## config.mk

```make
export PLATFORM = sky130hd
export DESIGN_NAME = rvseed_rd_arb_flat
export DESIGN_NICKNAME = d
export VERILOG_FILES = /design/src/rtl/rvseed_rd_arb_pkg.sv /design/src/rtl/rvseed_rd_arb_if.sv /design/src/rtl/rvseed_arb_pick.sv /design/src/rtl/rvseed_rd_arb.sv /design/src/flat_wrapper.sv
export SDC_FILE = /design/constraint.sdc
export NUM_CORES = 1
export LEC_CHECK = 0
export BUFFER_PORTS_ARGS = -buffer_cell sky130_fd_sc_hd__buf_4
export CORE_AREA = 4 4 92 94
export CTS_CLUSTER_DIAMETER = 80
export DETAILED_ROUTE_END_ITERATION = 6
export DIE_AREA = 0 0 96 98
export GPL_TIMING_DRIVEN = 0
export PLACE_DENSITY = 0.89
export SYNTH_ARGS = -nofsm -noshare
export SYNTH_HDL_FRONTEND = slang
export SYNTH_SLANG_ARGS = --single-unit
```

## constraint.sdc

```tcl
create_clock -name clk -period 3.75 [get_ports clk]
set_input_delay 0.375 -clock clk [delete_from_list [all_inputs] [get_ports clk]]
set_output_delay 0.375 -clock clk [all_outputs]
set_load 0.05 [all_outputs]
```

## src/rtl/rvseed_rd_arb_pkg.sv

```systemverilog
// rvseed_rd_arb_pkg: shared definitions for the two-requester AXI read arbiter.
// Holds the FSM encoding, requester indices and the AR/R payload layout.
// Optional feature macro used by the arbiter files: RVSEED_ARB_RR_EN.

`ifndef AXI_ID_WIDTH
`define AXI_ID_WIDTH 4
`endif
`ifndef AXI_ADDR_WIDTH
`define AXI_ADDR_WIDTH 32
`endif
`ifndef AXI_LEN_WIDTH
`define AXI_LEN_WIDTH 8
`endif
`ifndef AXI_SIZE_WIDTH
`define AXI_SIZE_WIDTH 3
`endif
`ifndef AXI_BURST_WIDTH
`define AXI_BURST_WIDTH 2
`endif
`ifndef AXI_DATA_WIDTH
`define AXI_DATA_WIDTH 32
`endif
`ifndef AXI_RESP_WIDTH
`define AXI_RESP_WIDTH 2
`endif

package rvseed_rd_arb_pkg;

    typedef enum logic [1:0] {
        IDLE = 2'd0,
        ADDR = 2'd1,
        DATA = 2'd2
    } arb_state_e;

    localparam int REQ_IFU = 0;
    localparam int REQ_LSU = 1;

    localparam int AXI_ID_W    = `AXI_ID_WIDTH;
    localparam int AXI_ADDR_W  = `AXI_ADDR_WIDTH;
    localparam int AXI_LEN_W   = `AXI_LEN_WIDTH;
    localparam int AXI_SIZE_W  = `AXI_SIZE_WIDTH;
    localparam int AXI_BURST_W = `AXI_BURST_WIDTH;
    localparam int AXI_DATA_W  = `AXI_DATA_WIDTH;
    localparam int AXI_RESP_W  = `AXI_RESP_WIDTH;

    // AR payload packed as {id, addr, len, size, burst}
    localparam int AR_PLD_W     = AXI_ID_W + AXI_ADDR_W + AXI_LEN_W + AXI_SIZE_W + AXI_BURST_W;
    localparam int AR_BURST_OFF = 0;
    localparam int AR_SIZE_OFF  = AR_BURST_OFF + AXI_BURST_W;
    localparam int AR_LEN_OFF   = AR_SIZE_OFF + AXI_SIZE_W;
    localparam int AR_ADDR_OFF  = AR_LEN_OFF + AXI_LEN_W;
    localparam int AR_ID_OFF    = AR_ADDR_OFF + AXI_ADDR_W;

    // R payload packed as {id, data, resp, last}
    localparam int R_PLD_W     = AXI_ID_W + AXI_DATA_W + AXI_RESP_W + 1;
    localparam int R_LAST_OFF  = 0;
    localparam int R_RESP_OFF  = 1;
    localparam int R_DATA_OFF  = R_RESP_OFF + AXI_RESP_W;
    localparam int R_ID_OFF    = R_DATA_OFF + AXI_DATA_W;

    // One-hot encoding of a requester index
    function automatic logic [1:0] req_onehot(input logic idx);
        return idx ? 2'b10 : 2'b01;
    endfunction

endpackage

```

## src/rtl/rvseed_rd_arb_if.sv

```systemverilog
// rvseed_rd_arb_if: requester-side and downstream-side read channel bundle.
// The arbiter uses the master modport; the environment uses the slave modport.
// Used with optional arbitration macro RVSEED_ARB_RR_EN (no effect on the bundle).

interface rvseed_rd_arb_if
    import rvseed_rd_arb_pkg::*;
#(
    parameter int AR_W = AR_PLD_W,
    parameter int R_W  = R_PLD_W
);
    logic [1:0]        m_arvalid;
    logic [1:0]        m_arready;
    logic [2*AR_W-1:0] m_ar_pld;
    logic [1:0]        m_rvalid;
    logic [1:0]        m_rready;
    logic [R_W-1:0]    m_r_pld;
    logic              s_arvalid;
    logic              s_arready;
    logic [AR_W-1:0]   s_ar_pld;
    logic              s_rvalid;
    logic              s_rready;
    logic [R_W-1:0]    s_r_pld;
    logic [1:0]        gnt;
    logic              busy;

    modport master (
        input  m_arvalid, m_ar_pld, m_rready, s_arready, s_rvalid, s_r_pld,
        output m_arready, m_rvalid, m_r_pld, s_arvalid, s_ar_pld, s_rready, gnt, busy
    );

    modport slave (
        output m_arvalid, m_ar_pld, m_rready, s_arready, s_rvalid, s_r_pld,
        input  m_arready, m_rvalid, m_r_pld, s_arvalid, s_ar_pld, s_rready, gnt, busy
    );
endinterface

```

## src/rtl/rvseed_arb_pick.sv

```systemverilog
// rvseed_arb_pick: combinational two-way picker returning a one-hot winner.
// RVSEED_ARB_RR_EN defined: on contention the requester not granted last wins
// (ptr holds the last winner). Undefined: load (index 1) has fixed priority.

module rvseed_arb_pick (
    input  logic [1:0] req,
    input  logic       ptr,
    output logic [1:0] win
);
`ifdef RVSEED_ARB_RR_EN
    // Alternate on contention, otherwise pass the single request through
    always_comb begin
        win = req;
        if (req == 2'b11) begin
            win = ptr ? 2'b01 : 2'b10;
        end
    end
`else
    logic unused_ptr;
    assign unused_ptr = ptr;

    // Load request always beats fetch
    always_comb begin
        win = 2'b00;
        if (req[1]) begin
            win = 2'b10;
        end else if (req[0]) begin
            win = 2'b01;
        end
    end
`endif
endmodule

```

## src/rtl/rvseed_rd_arb.sv

```systemverilog
// rvseed_rd_arb: shares one AXI read port between fetch (0) and load (1).
// One transaction in flight; grant held from AR acceptance to the last R beat.
// RVSEED_ARB_RR_EN selects round-robin arbitration with a 1-bit last-winner pointer.

module rvseed_rd_arb
    import rvseed_rd_arb_pkg::*;
#(
    parameter int AR_PLD_W = `AXI_ID_WIDTH + `AXI_ADDR_WIDTH + `AXI_LEN_WIDTH + `AXI_SIZE_WIDTH + `AXI_BURST_WIDTH,
    parameter int R_PLD_W  = `AXI_ID_WIDTH + `AXI_DATA_WIDTH + `AXI_RESP_WIDTH + 1
) (
    input  logic            clk,
    input  logic            rst,
    rvseed_rd_arb_if.master bus
);
    arb_state_e            state;
    logic [1:0]            gnt_q;
    logic [AR_PLD_W-1:0]   ar_pld_q;
    logic                  ptr_q;
    logic [1:0]            win;
    logic                  win_idx;
    logic [AR_PLD_W-1:0]   win_pld;
    logic [R_PLD_W-1:0]    r_pld;
    logic                  r_last;
    logic                  r_hs;

    rvseed_arb_pick u_pick (
        .req (bus.m_arvalid),
        .ptr (ptr_q),
        .win (win)
    );

    assign win_idx = win[REQ_LSU];
    assign win_pld = win_idx ? bus.m_ar_pld[AR_PLD_W +: AR_PLD_W]
                             : bus.m_ar_pld[0 +: AR_PLD_W];

    assign r_pld  = bus.s_r_pld;
    assign r_last = r_pld[R_LAST_OFF];
    assign r_hs   = (state == DATA) && bus.s_rvalid && bus.s_rready;

    // Address accept is combinational in IDLE; routing afterwards follows gnt only
    assign bus.m_arready = (state == IDLE) ? win : 2'b00;
    assign bus.s_arvalid = (state == ADDR);
    assign bus.s_ar_pld  = ar_pld_q;
    assign bus.m_rvalid  = (state == DATA) ? (gnt_q & {2{bus.s_rvalid}}) : 2'b00;
    assign bus.s_rready  = (state == DATA) && (|(gnt_q & bus.m_rready));
    assign bus.m_r_pld   = r_pld;
    assign bus.gnt       = gnt_q;
    assign bus.busy      = (state != IDLE);

`ifndef RVSEED_ARB_RR_EN
    assign ptr_q = 1'b0;
`endif

    // Transaction FSM: latch winner and payload in IDLE, release on the last beat
    always_ff @(posedge clk) begin
        if (rst) begin
            state    <= IDLE;
            gnt_q    <= 2'b00;
            ar_pld_q <= '0;
`ifdef RVSEED_ARB_RR_EN
            ptr_q    <= 1'b0;
`endif
        end else begin
            case (state)
                IDLE: begin
                    if (|win) begin
                        ar_pld_q <= win_pld;
                        gnt_q    <= win;
                        state    <= ADDR;
`ifdef RVSEED_ARB_RR_EN
                        ptr_q    <= win_idx;
`endif
                    end
                end
                ADDR: begin
                    if (bus.s_arready) begin
                        state <= DATA;
                    end
                end
                DATA: begin
                    if (r_hs && r_last) begin
                        gnt_q <= 2'b00;
                        state <= IDLE;
                    end
                end
                default: begin
                    gnt_q <= 2'b00;
                    state <= IDLE;
                end
            endcase
        end
    end
endmodule

```

## src/flat_wrapper.sv

```systemverilog
// flat-port wrapper written by rule: the top's interface ports become plain ports
module rvseed_rd_arb_flat import rvseed_rd_arb_pkg::*;
#(
    parameter int AR_PLD_W = `AXI_ID_WIDTH + `AXI_ADDR_WIDTH + `AXI_LEN_WIDTH + `AXI_SIZE_WIDTH + `AXI_BURST_WIDTH,
    parameter int R_PLD_W  = `AXI_ID_WIDTH + `AXI_DATA_WIDTH + `AXI_RESP_WIDTH + 1
)
  (clk, rst, bus_m_arvalid, bus_m_ar_pld, bus_m_rready, bus_s_arready, bus_s_rvalid, bus_s_r_pld, bus_m_arready, bus_m_rvalid, bus_m_r_pld, bus_s_arvalid, bus_s_ar_pld, bus_s_rready, bus_gnt, bus_busy);
  rvseed_rd_arb_if bus_i ();
  input  logic clk;
  input  logic rst;
  input wire logic [$bits(bus_i.m_arvalid)-1:0] bus_m_arvalid;
  input wire logic [$bits(bus_i.m_ar_pld)-1:0] bus_m_ar_pld;
  input wire logic [$bits(bus_i.m_rready)-1:0] bus_m_rready;
  input wire logic [$bits(bus_i.s_arready)-1:0] bus_s_arready;
  input wire logic [$bits(bus_i.s_rvalid)-1:0] bus_s_rvalid;
  input wire logic [$bits(bus_i.s_r_pld)-1:0] bus_s_r_pld;
  output wire logic [$bits(bus_i.m_arready)-1:0] bus_m_arready;
  output wire logic [$bits(bus_i.m_rvalid)-1:0] bus_m_rvalid;
  output wire logic [$bits(bus_i.m_r_pld)-1:0] bus_m_r_pld;
  output wire logic [$bits(bus_i.s_arvalid)-1:0] bus_s_arvalid;
  output wire logic [$bits(bus_i.s_ar_pld)-1:0] bus_s_ar_pld;
  output wire logic [$bits(bus_i.s_rready)-1:0] bus_s_rready;
  output wire logic [$bits(bus_i.gnt)-1:0] bus_gnt;
  output wire logic [$bits(bus_i.busy)-1:0] bus_busy;
  assign bus_i.m_arvalid = bus_m_arvalid;
  assign bus_i.m_ar_pld = bus_m_ar_pld;
  assign bus_i.m_rready = bus_m_rready;
  assign bus_i.s_arready = bus_s_arready;
  assign bus_i.s_rvalid = bus_s_rvalid;
  assign bus_i.s_r_pld = bus_s_r_pld;
  assign bus_m_arready = bus_i.m_arready;
  assign bus_m_rvalid = bus_i.m_rvalid;
  assign bus_m_r_pld = bus_i.m_r_pld;
  assign bus_s_arvalid = bus_i.s_arvalid;
  assign bus_s_ar_pld = bus_i.s_ar_pld;
  assign bus_s_rready = bus_i.s_rready;
  assign bus_gnt = bus_i.gnt;
  assign bus_busy = bus_i.busy;
  rvseed_rd_arb #(.AR_PLD_W(AR_PLD_W), .R_PLD_W(R_PLD_W)) u_core (.clk(clk), .rst(rst), .bus(bus_i));
endmodule
```

Yosys cells after proc, flatten, opt, wreduce, memory -nomap -nowiden --
Index checks and enable logic that the tools add are counted. W data, S select, Z words.
Operators by class: reduce and logical (&&, ||, !) cells 11, eq/ne operators 5, bitwise gates (word level) 3, mux-type cells 11
Operators with widths (number):
- $mux W49 | 1
- $mux W2 | 7
- $pmux W2 S3 | 2
- $ne A2 B2 Y1 const B | 3
- $reduce_and A3 Y1 | 2
- $and A2 B2 Y2 | 2
- $logic_and A1 B1 Y1 | 4
- $reduce_or A2 Y1 | 2
- $eq A2 B1 Y1 const B | 1
- $eq A2 B2 Y1 const B | 1
- $logic_not A2 Y1 | 1
- $reduce_and A2 Y1 | 1
- $reduce_bool A2 Y1 | 1
- $mux W1 | 1
- $not A1 Y1 | 1
Storage, ports and cells: input bits 145, logic and storage cells 33, register bits after elaboration 53

Longest topological paths before layout --
Gate-level depths: netlist (run 1).
word-level depth 7, mapped depth 6

By module --
A second synthesis (run 1) with hierarchy kept.
Unflattened totals: cells, all modules 298, area total of the unflattened synthesis 3041.7 µm²
Modules (own cells, without submodules):
- rvseed_rd_arb | area each 3020.4 µm², times used 1, cells an instance 296
- rvseed_arb_pick | area each 21.3 µm², times used 1, cells an instance 2

Worst setup path before layout (run 1) --
Ideal clock, no wire load.
path kind register to output, from register u_core.gnt_q[0], in the netlist u_core.bus.gnt[0], to output port bus_s_rready, data arrival time 1976 ps, cell stages (with the launch flop) 3, required time 3375 ps, path buffers 0, slack 1399 ps, cell sequence dfxtp_1 a22oi_1 nor3_1
On the way: word-level cells in the longest chain between the ends 3
RTL lines:
- start, declared | RTL line rvseed_rd_arb.sv:16 | logic [1:0] gnt_q;
- start signal, assigned | RTL line rvseed_rd_arb.sv:68 | gnt_q <= win;
- $and A2 B2 Y2 | RTL line rvseed_rd_arb.sv:45 | assign bus.s_rready = (state == DATA) && (|(gnt_q & bus.m_rready));
- $reduce_or A2 Y1 | RTL line rvseed_rd_arb.sv:45
- $logic_and A1 B1 Y1 | RTL line rvseed_rd_arb.sv:45
- end, declared | RTL line flat_wrapper.sv:22 | output wire logic [$bits(bus_i.s_rready)-1:0] bus_s_rready;
Every way passes these cells.

Worst setup path in the final report (run 1) --
from register u_core.state[1], to output port bus_m_arready[1]
On the way: word-level cells in the longest chain between the ends 2
RTL lines:
- start, declared | RTL line rvseed_rd_arb.sv:15 | arb_state_e state;
- start signal, assigned | RTL line rvseed_rd_arb.sv:57 | state <= IDLE;
- start signal, assigned | RTL line rvseed_rd_arb.sv:69 | state <= ADDR;
- start signal, assigned | RTL line rvseed_rd_arb.sv:77 | state <= DATA;
- $logic_not A2 Y1 | RTL line rvseed_rd_arb.sv:41 | assign bus.m_arready = (state == IDLE) ? win : 2'b00;
- $mux W2 | RTL line rvseed_rd_arb.sv:41
- end, declared | RTL line flat_wrapper.sv:17 | output wire logic [$bits(bus_i.m_arready)-1:0] bus_m_arready;
Every way passes these cells.

==> results.sh, run 1 <==
export IMPL_status="finished, final reports clean"
export IMPL_yosysMostFrequentCell="dfxtp_1"
export IMPL_crit_required_ns=3.38
export IMPL_yosys_top_cells_count="dfxtp_1, mux2i_1, buf_4"
export IMPL_postCtsResizedCells=0
export IMPL_grt_use_total_pct=20.4
export IMPL_r2r_slack_ns=2.31
export IMPL_synthAdderAreaFrac_pct=0
export IMPL_synth_seq_cells=53
export IMPL_r2r_start="u_core.state[1]"
export IMPL_min_to="u_core.state[0]"
export IMPL_grt_pass1_vias=3205
export IMPL_layout_drive_gt1_share_pct=62.1
export IMPL_fmax_mhz=496
export IMPL_core_sq_um=7650
export IMPL_synth_xor_area_share_pct=0
export IMPL_synth_edff_count=0
export IMPL_postRouteAntennaNets=0
export IMPL_cts_root_buf="clkbuf_8"
export IMPL_avgViaCountPerCell=4.94
export IMPL_synth_compound_area_share_pct=28.5
export IMPL_reg2regPathDepth=6
export IMPL_rsz0062_at_grt="no"
export IMPL_htree_levels=2
export IMPL_post_route_util_pct=62.6
export IMPL_slew_violations=0
export IMPL_cap_viol_max_count=0
export IMPL_synthDistinctLibCells=30
export IMPL_fin_crit_ns=2.01
export IMPL_gp_congestion=0.730
export IMPL_ys_async_sr_fraction_pct=0
export IMPL_dp_hpwl_microns=8270
export IMPL_io_pins=242
export IMPL_hold_depth=2
export IMPL_cp_max_fo=10
export IMPL_cts_tree="built"
export IMPL_synth_area_sq_um=3030
export IMPL_syn_inst=300
export IMPL_synth_top_family_by_area="compound AO/OA/AOI/OAI gates"
export IMPL_yosys_warnings=0
export IMPL_fin_cells=611
export IMPL_overflow=0
export IMPL_setup_viol=0
export IMPL_finalPower_uw=1990
export IMPL_first_pass_iters=4
export IMPL_startpoint_type="flop"
export IMPL_p_leak_uw=0.00230
export IMPL_yosys_area_top_type="dfxtp_1"
export IMPL_synthSimpleGateAreaFrac_pct=4.09
export IMPL_critical_path_class="reg -> out"
export IMPL_muxShareOfSynthArea_pct=16.2
export IMPL_min_from="bus_s_arready"
export IMPL_layout_nets=653
export IMPL_grt_max_degree=17
export IMPL_wl_per_cell_microns=16.3
export IMPL_area_delta_synth_final_pct=58.0
export IMPL_cts_hold_fix_buffers=0
export IMPL_drtIter0Drc=100
export IMPL_powerDensity_nw_per_um2=417
export IMPL_grt_pass1_wl_microns=15200
export IMPL_syn_area_per_cell_sq_um=10.1
export IMPL_synth_area_leaders="dfxtp_1, mux2i_1, buf_4"
export IMPL_dieArea_sq_um=9410
export IMPL_finalSetupTns_ns=0
export IMPL_hold_viol=0
export IMPL_cts_sinks=53
export IMPL_antenna_found_initial=0
export IMPL_cp_end_kind="primary output"
export IMPL_timing_hold_ws_ns=0.266
export IMPL_die_y_microns=98
export IMPL_r2r_end="u_core.bus.s_ar_pld[16]"
export IMPL_period_share_pct=53.7
export IMPL_worstMarginPinSlew_ns=0.691
export IMPL_rows=32
export IMPL_clock_path_buffers=2
export IMPL_numCtsBuffers=5
export IMPL_clock_skew_ns=0.0163
export IMPL_hp_class="in -> reg"
export IMPL_post_cts_buffers=0
export IMPL_portBuffers=201
export IMPL_drc=0
export IMPL_slew_headroom_pct=53.9
export IMPL_num_fill_cells=635
export IMPL_initial_core_util_pct=39.6
export IMPL_clk_latency_ns=0.31
export IMPL_clkTransAtPathRegs_ns=0.09
export IMPL_antenna_cells=0
export IMPL_wirelength_microns=9940
export IMPL_ir_drop_mv=0.198
export IMPL_die_x_microns=96
export IMPL_synth_ff_type="dfxtp_1"
export IMPL_dp_cells=603
export IMPL_synth_top_area_share_pct=35.0
export IMPL_synth_nets=445
export IMPL_ys_seq_area_share_pct=35.0
export IMPL_arrival_ns=1.64
export IMPL_route_vias_total=3016
[critical path, cell delays in order (launching register included)]
cell and delay (ns):
dfxtp_1 0.41, nor2_4 0.23, buf_2 0.33, and2_1 0.18, buf_4 0.19
[sequential cells by signal (all words and copies together) (netlist names)]
name	cells
u_core.bus.s_ar_pld	49
u_core.bus.gnt	2
u_core.state	2
[per-layer routing]
metal / part of all wire (%) / up-vias / track usage, % / wire length [microns]
met2: 53 / 161 / 38.9 / 5230
li1: - / 1472 / - / -
met5: 0 / - / 0 / 0
met1: 35 / 1367 / 20.9 / 3500
met4: 1.7 / 0 / 5.69 / 167
met3: 10 / 16 / 6.09 / 1040
[worst max path at each step]
stage                            from                to  slack, ns  cells after the start
floorplan           u_core.bus.gnt[0]      bus_s_rready       1.40                      2
global placement      u_core.state[1]  bus_m_arready[1]       2.09                      4
detailed placement    u_core.state[1]  bus_m_arready[1]       2.06                      4
CTS                   u_core.state[1]  bus_m_arready[1]       1.71                      4
global route          u_core.state[1]  bus_m_arready[1]       1.64                      4
finish                u_core.state[1]  bus_m_arready[1]       1.74                      4
[area by class of cell]
type,count,area (sq um),share of cell area [%]
buffer,68,482,10.1
clock buffer,6,82.6,1.73
clock inverter,2,37.5,0.784
inverter,2,10.0,0.209
multi-input combinational,177,1480,30.9
sequential,53,1060,22.2
tap,102,128,2.67
timing repair buffer,201,1510,31.5
[layout by cell type, fill, tap and decap left out]
| master | n |
|---|---|
| clkbuf_1 | 5 |
| nand2_1 | 2 |
| mux2i_1 | 49 |
| a21oi_1 | 31 |
| nand3_1 | 1 |
| bufinv_16 | 1 |
| clkinvlp_4 | 1 |
| inv_4 | 1 |
| dfxtp_1 | 53 |
| a211oi_1 | 29 |
| buf_2 | 13 |
| a2111oi_2 | 1 |
| nor2_2 | 1 |
| o211ai_1 | 5 |
| nor2b_1 | 4 |
| a22oi_1 | 1 |
| and2_1 | 1 |
| clkbuf_8 | 6 |
| nor3b_1 | 1 |
| inv_1 | 1 |
| nor3_1 | 1 |
| buf_4 | 243 |
| and3_1 | 2 |
| nand2b_1 | 1 |
| a21oi_2 | 20 |
| a211oi_2 | 20 |
| nor2_1 | 2 |
| nor2_4 | 2 |
| or2_1 | 1 |
| buf_1 | 1 |
| or3_1 | 1 |
| buf_6 | 7 |
| o21ai_0 | 1 |
[where the power goes]
part	switching (uW)	internal, uW
registers	47.4	633
logic	566	338
clock network	193	217
[through the flow]
stage	worst slack [ns]	instance area, sq um
after global routing	1.64	4790
after CTS	1.71	4790
after floorplan	1.40	3030
after detailed placement	2.06	4670
after global placement	2.09	4670
final	1.74	4790
[cells by family after synthesis]
kind of cell           after synthesis
and+or+nand+nor                     20
DFF                                 53
AOI/OAI and AO/OA                  108
muxes                               49
buffers and inverters               70
Note: power is estimated with default switching activity, not from simulation.
==> run 2, diff against run 1 <==
--- a/config.mk
+++ b/config.mk
@@ -6,12 +6,12 @@
 export NUM_CORES = 1
 export LEC_CHECK = 0
 export BUFFER_PORTS_ARGS = -buffer_cell sky130_fd_sc_hd__buf_4
-export CORE_AREA = 4 4 92 94
+export CORE_MARGIN = 4
+export CORE_UTILIZATION = 40
 export CTS_CLUSTER_DIAMETER = 80
 export DETAILED_ROUTE_END_ITERATION = 6
-export DIE_AREA = 0 0 96 98
 export GPL_TIMING_DRIVEN = 0
-export PLACE_DENSITY = 0.89
+export PLACE_DENSITY = 0.9
 export SYNTH_ARGS = -nofsm -noshare
 export SYNTH_HDL_FRONTEND = slang
 export SYNTH_SLANG_ARGS = --single-unit
==> constraint.sdc (replaced) <==
create_clock -name clk -period 1.9 [get_ports clk]
set_input_delay 0.19 -clock clk [delete_from_list [all_inputs] [get_ports clk]]
set_output_delay 0.19 -clock clk [all_outputs]
set_load 0.05 [all_outputs]
==> results.sh, run 2 (synthesized netlist as in run 1, its figures left out) <==
export IMPL_status="finished, final reports clean"
export IMPL_antenna_found_initial=0
export IMPL_dieArea_sq_um=9030
export IMPL_grt_max_degree=16
export IMPL_drtIter0Drc=92
export IMPL_wl_met1_microns=3460
export IMPL_core_sq_um=7290
export IMPL_min_to="u_core.state[0]"
export IMPL_htree_levels=2
export IMPL_wirelength_microns=9730
export IMPL_largest_register_ffs=49
export IMPL_final_common_cell="buf_4"
export IMPL_r2r_end="u_core.bus.s_ar_pld[35]"
export IMPL_die_x_microns=95.0
export IMPL_cts_hold_fix_buffers=0
export IMPL_r2r_slack_ns=0.44
export IMPL_finalSetupTns_ns=0
export IMPL_hold_viol=0
export IMPL_p_leak_uw=0.00229
export IMPL_route_vias_total=3036
export IMPL_cp_max_fo=10
export IMPL_die_y_microns=95.0
export IMPL_io_pins=242
export IMPL_grt_pass1_vias=3046
export IMPL_grt_pass1_wl_microns=14400
export IMPL_hold_depth=2
export IMPL_cts_sinks=53
export IMPL_wl_per_cell_microns=16.0
export IMPL_final_seq_area_sq_um=1060
export IMPL_final_area_sq_um=4760
export IMPL_rsz0062_at_grt="no"
export IMPL_r2r_start="u_core.state[1]"
export IMPL_placed_cell_area_sq_um=4670
export IMPL_post_cts_buffers=0
export IMPL_num_fill_cells=611
export IMPL_ir_drop_mv=0.389
export IMPL_cts_tree="built"
export IMPL_worstMarginPinSlew_ns=0.639
export IMPL_finalPower_uw=3740
export IMPL_arrival_ns=1.57
export IMPL_clock_path_buffers=2
export IMPL_area_delta_synth_final_pct=57.0
export IMPL_met2WireLength_microns=5220
export IMPL_drc=0
export IMPL_antenna_cells=0
export IMPL_dp_hpwl_microns=7900
export IMPL_powerDensity_nw_per_um2=787
export IMPL_slew_violations=0
export IMPL_period_share_pct=92.6
export IMPL_fin_crit_ns=1.76
export IMPL_critical_path_class="reg -> out"
export IMPL_crit_required_ns=1.71
export IMPL_portBuffers=201
export IMPL_multiInputGateArea_sq_um=1490
export IMPL_layout_nets=653
export IMPL_clkTransAtPathRegs_ns=0.09
export IMPL_fmax_mhz=569
export IMPL_setup_viol=0
export IMPL_wl_met3_microns=979
export IMPL_numCtsBuffers=5
export IMPL_clk_latency_ns=0.30
export IMPL_clock_skew_ns=0.00349
export IMPL_cts_root_buf="clkbuf_8"
export IMPL_reg2regPathDepth=5
export IMPL_grt_use_total_pct=20.2
export IMPL_slew_headroom_pct=57.4
export IMPL_startpoint_type="flop"
export IMPL_cp_end_kind="primary output"
export IMPL_avgViaCountPerCell=4.99
export IMPL_initial_core_util_pct=41.6
export IMPL_postCtsResizedCells=0
export IMPL_min_from="bus_s_arready"
export IMPL_cap_viol_max_count=0
export IMPL_first_pass_iters=4
export IMPL_gp_congestion=0.728
export IMPL_overflow=0
export IMPL_routed_top_layer="met4"
export IMPL_postRouteAntennaNets=0
export IMPL_rows=31
export IMPL_final_cell_mix="buf_4, dfxtp_1, mux2i_1, a21oi_1, a211oi_1"
export IMPL_layout_drive_gt1_share_pct=62.3
export IMPL_hp_class="in -> reg"
## run 2: per-stage QoR
stage,util (%),setup slack [ns],hold slack [ns],instances
floorplan,-,0.153,0.290,300
global placement,64.1,0.438,0.394,600
detailed placement,64.1,0.421,0.395,600
CTS,65.2,0.0753,0.0626,608
global route,65.3,0.0553,0.0682,608
finish,65.3,0.141,0.0776,608
## run 2: layout make-up
cell class | instances | share of cell area [%]
clock inverter | 2 | 0.210
tap | 99 | 2.60
timing repair buffer | 201 | 31.7
inverter | 2 | 0.210
clock buffer | 6 | 1.53
multi-input combinational | 177 | 31.3
sequential | 53 | 22.3
buffer | 68 | 10.2
## run 2: per-layer routing
layer / global-route usage (%) / up-vias
li1: - / 1474
met5: 0 / -
met2: 38.2 / 156
met1: 22.1 / 1399
met4: 3.97 / 0
met3: 6.31 / 7
## run 2: report_power, final
group          switching [uW]  internal, uW
Sequential               90.0          1250
Clock                     357           256
Combinational            1120           670
Total                    1570          2170
## run 2: worst max-delay path: stages (launching register included)
cell,delay [ns]
dfxtp_1,0.41
nor2_4,0.24
clkbuf_4,0.28
and2_1,0.15
buf_4,0.19
## run 2: worst max path at each step
stage	startpoint	end	depth (start not counted)
floorplan	u_core.bus.gnt[0]	bus_s_rready	2
global placement	u_core.state[1]	bus_m_arready[1]	4
detailed placement	u_core.state[1]	bus_m_arready[1]	4
CTS	u_core.state[1]	bus_m_arready[1]	4
global route	u_core.state[1]	bus_m_arready[1]	4
finish	u_core.state[1]	bus_m_arready[1]	4
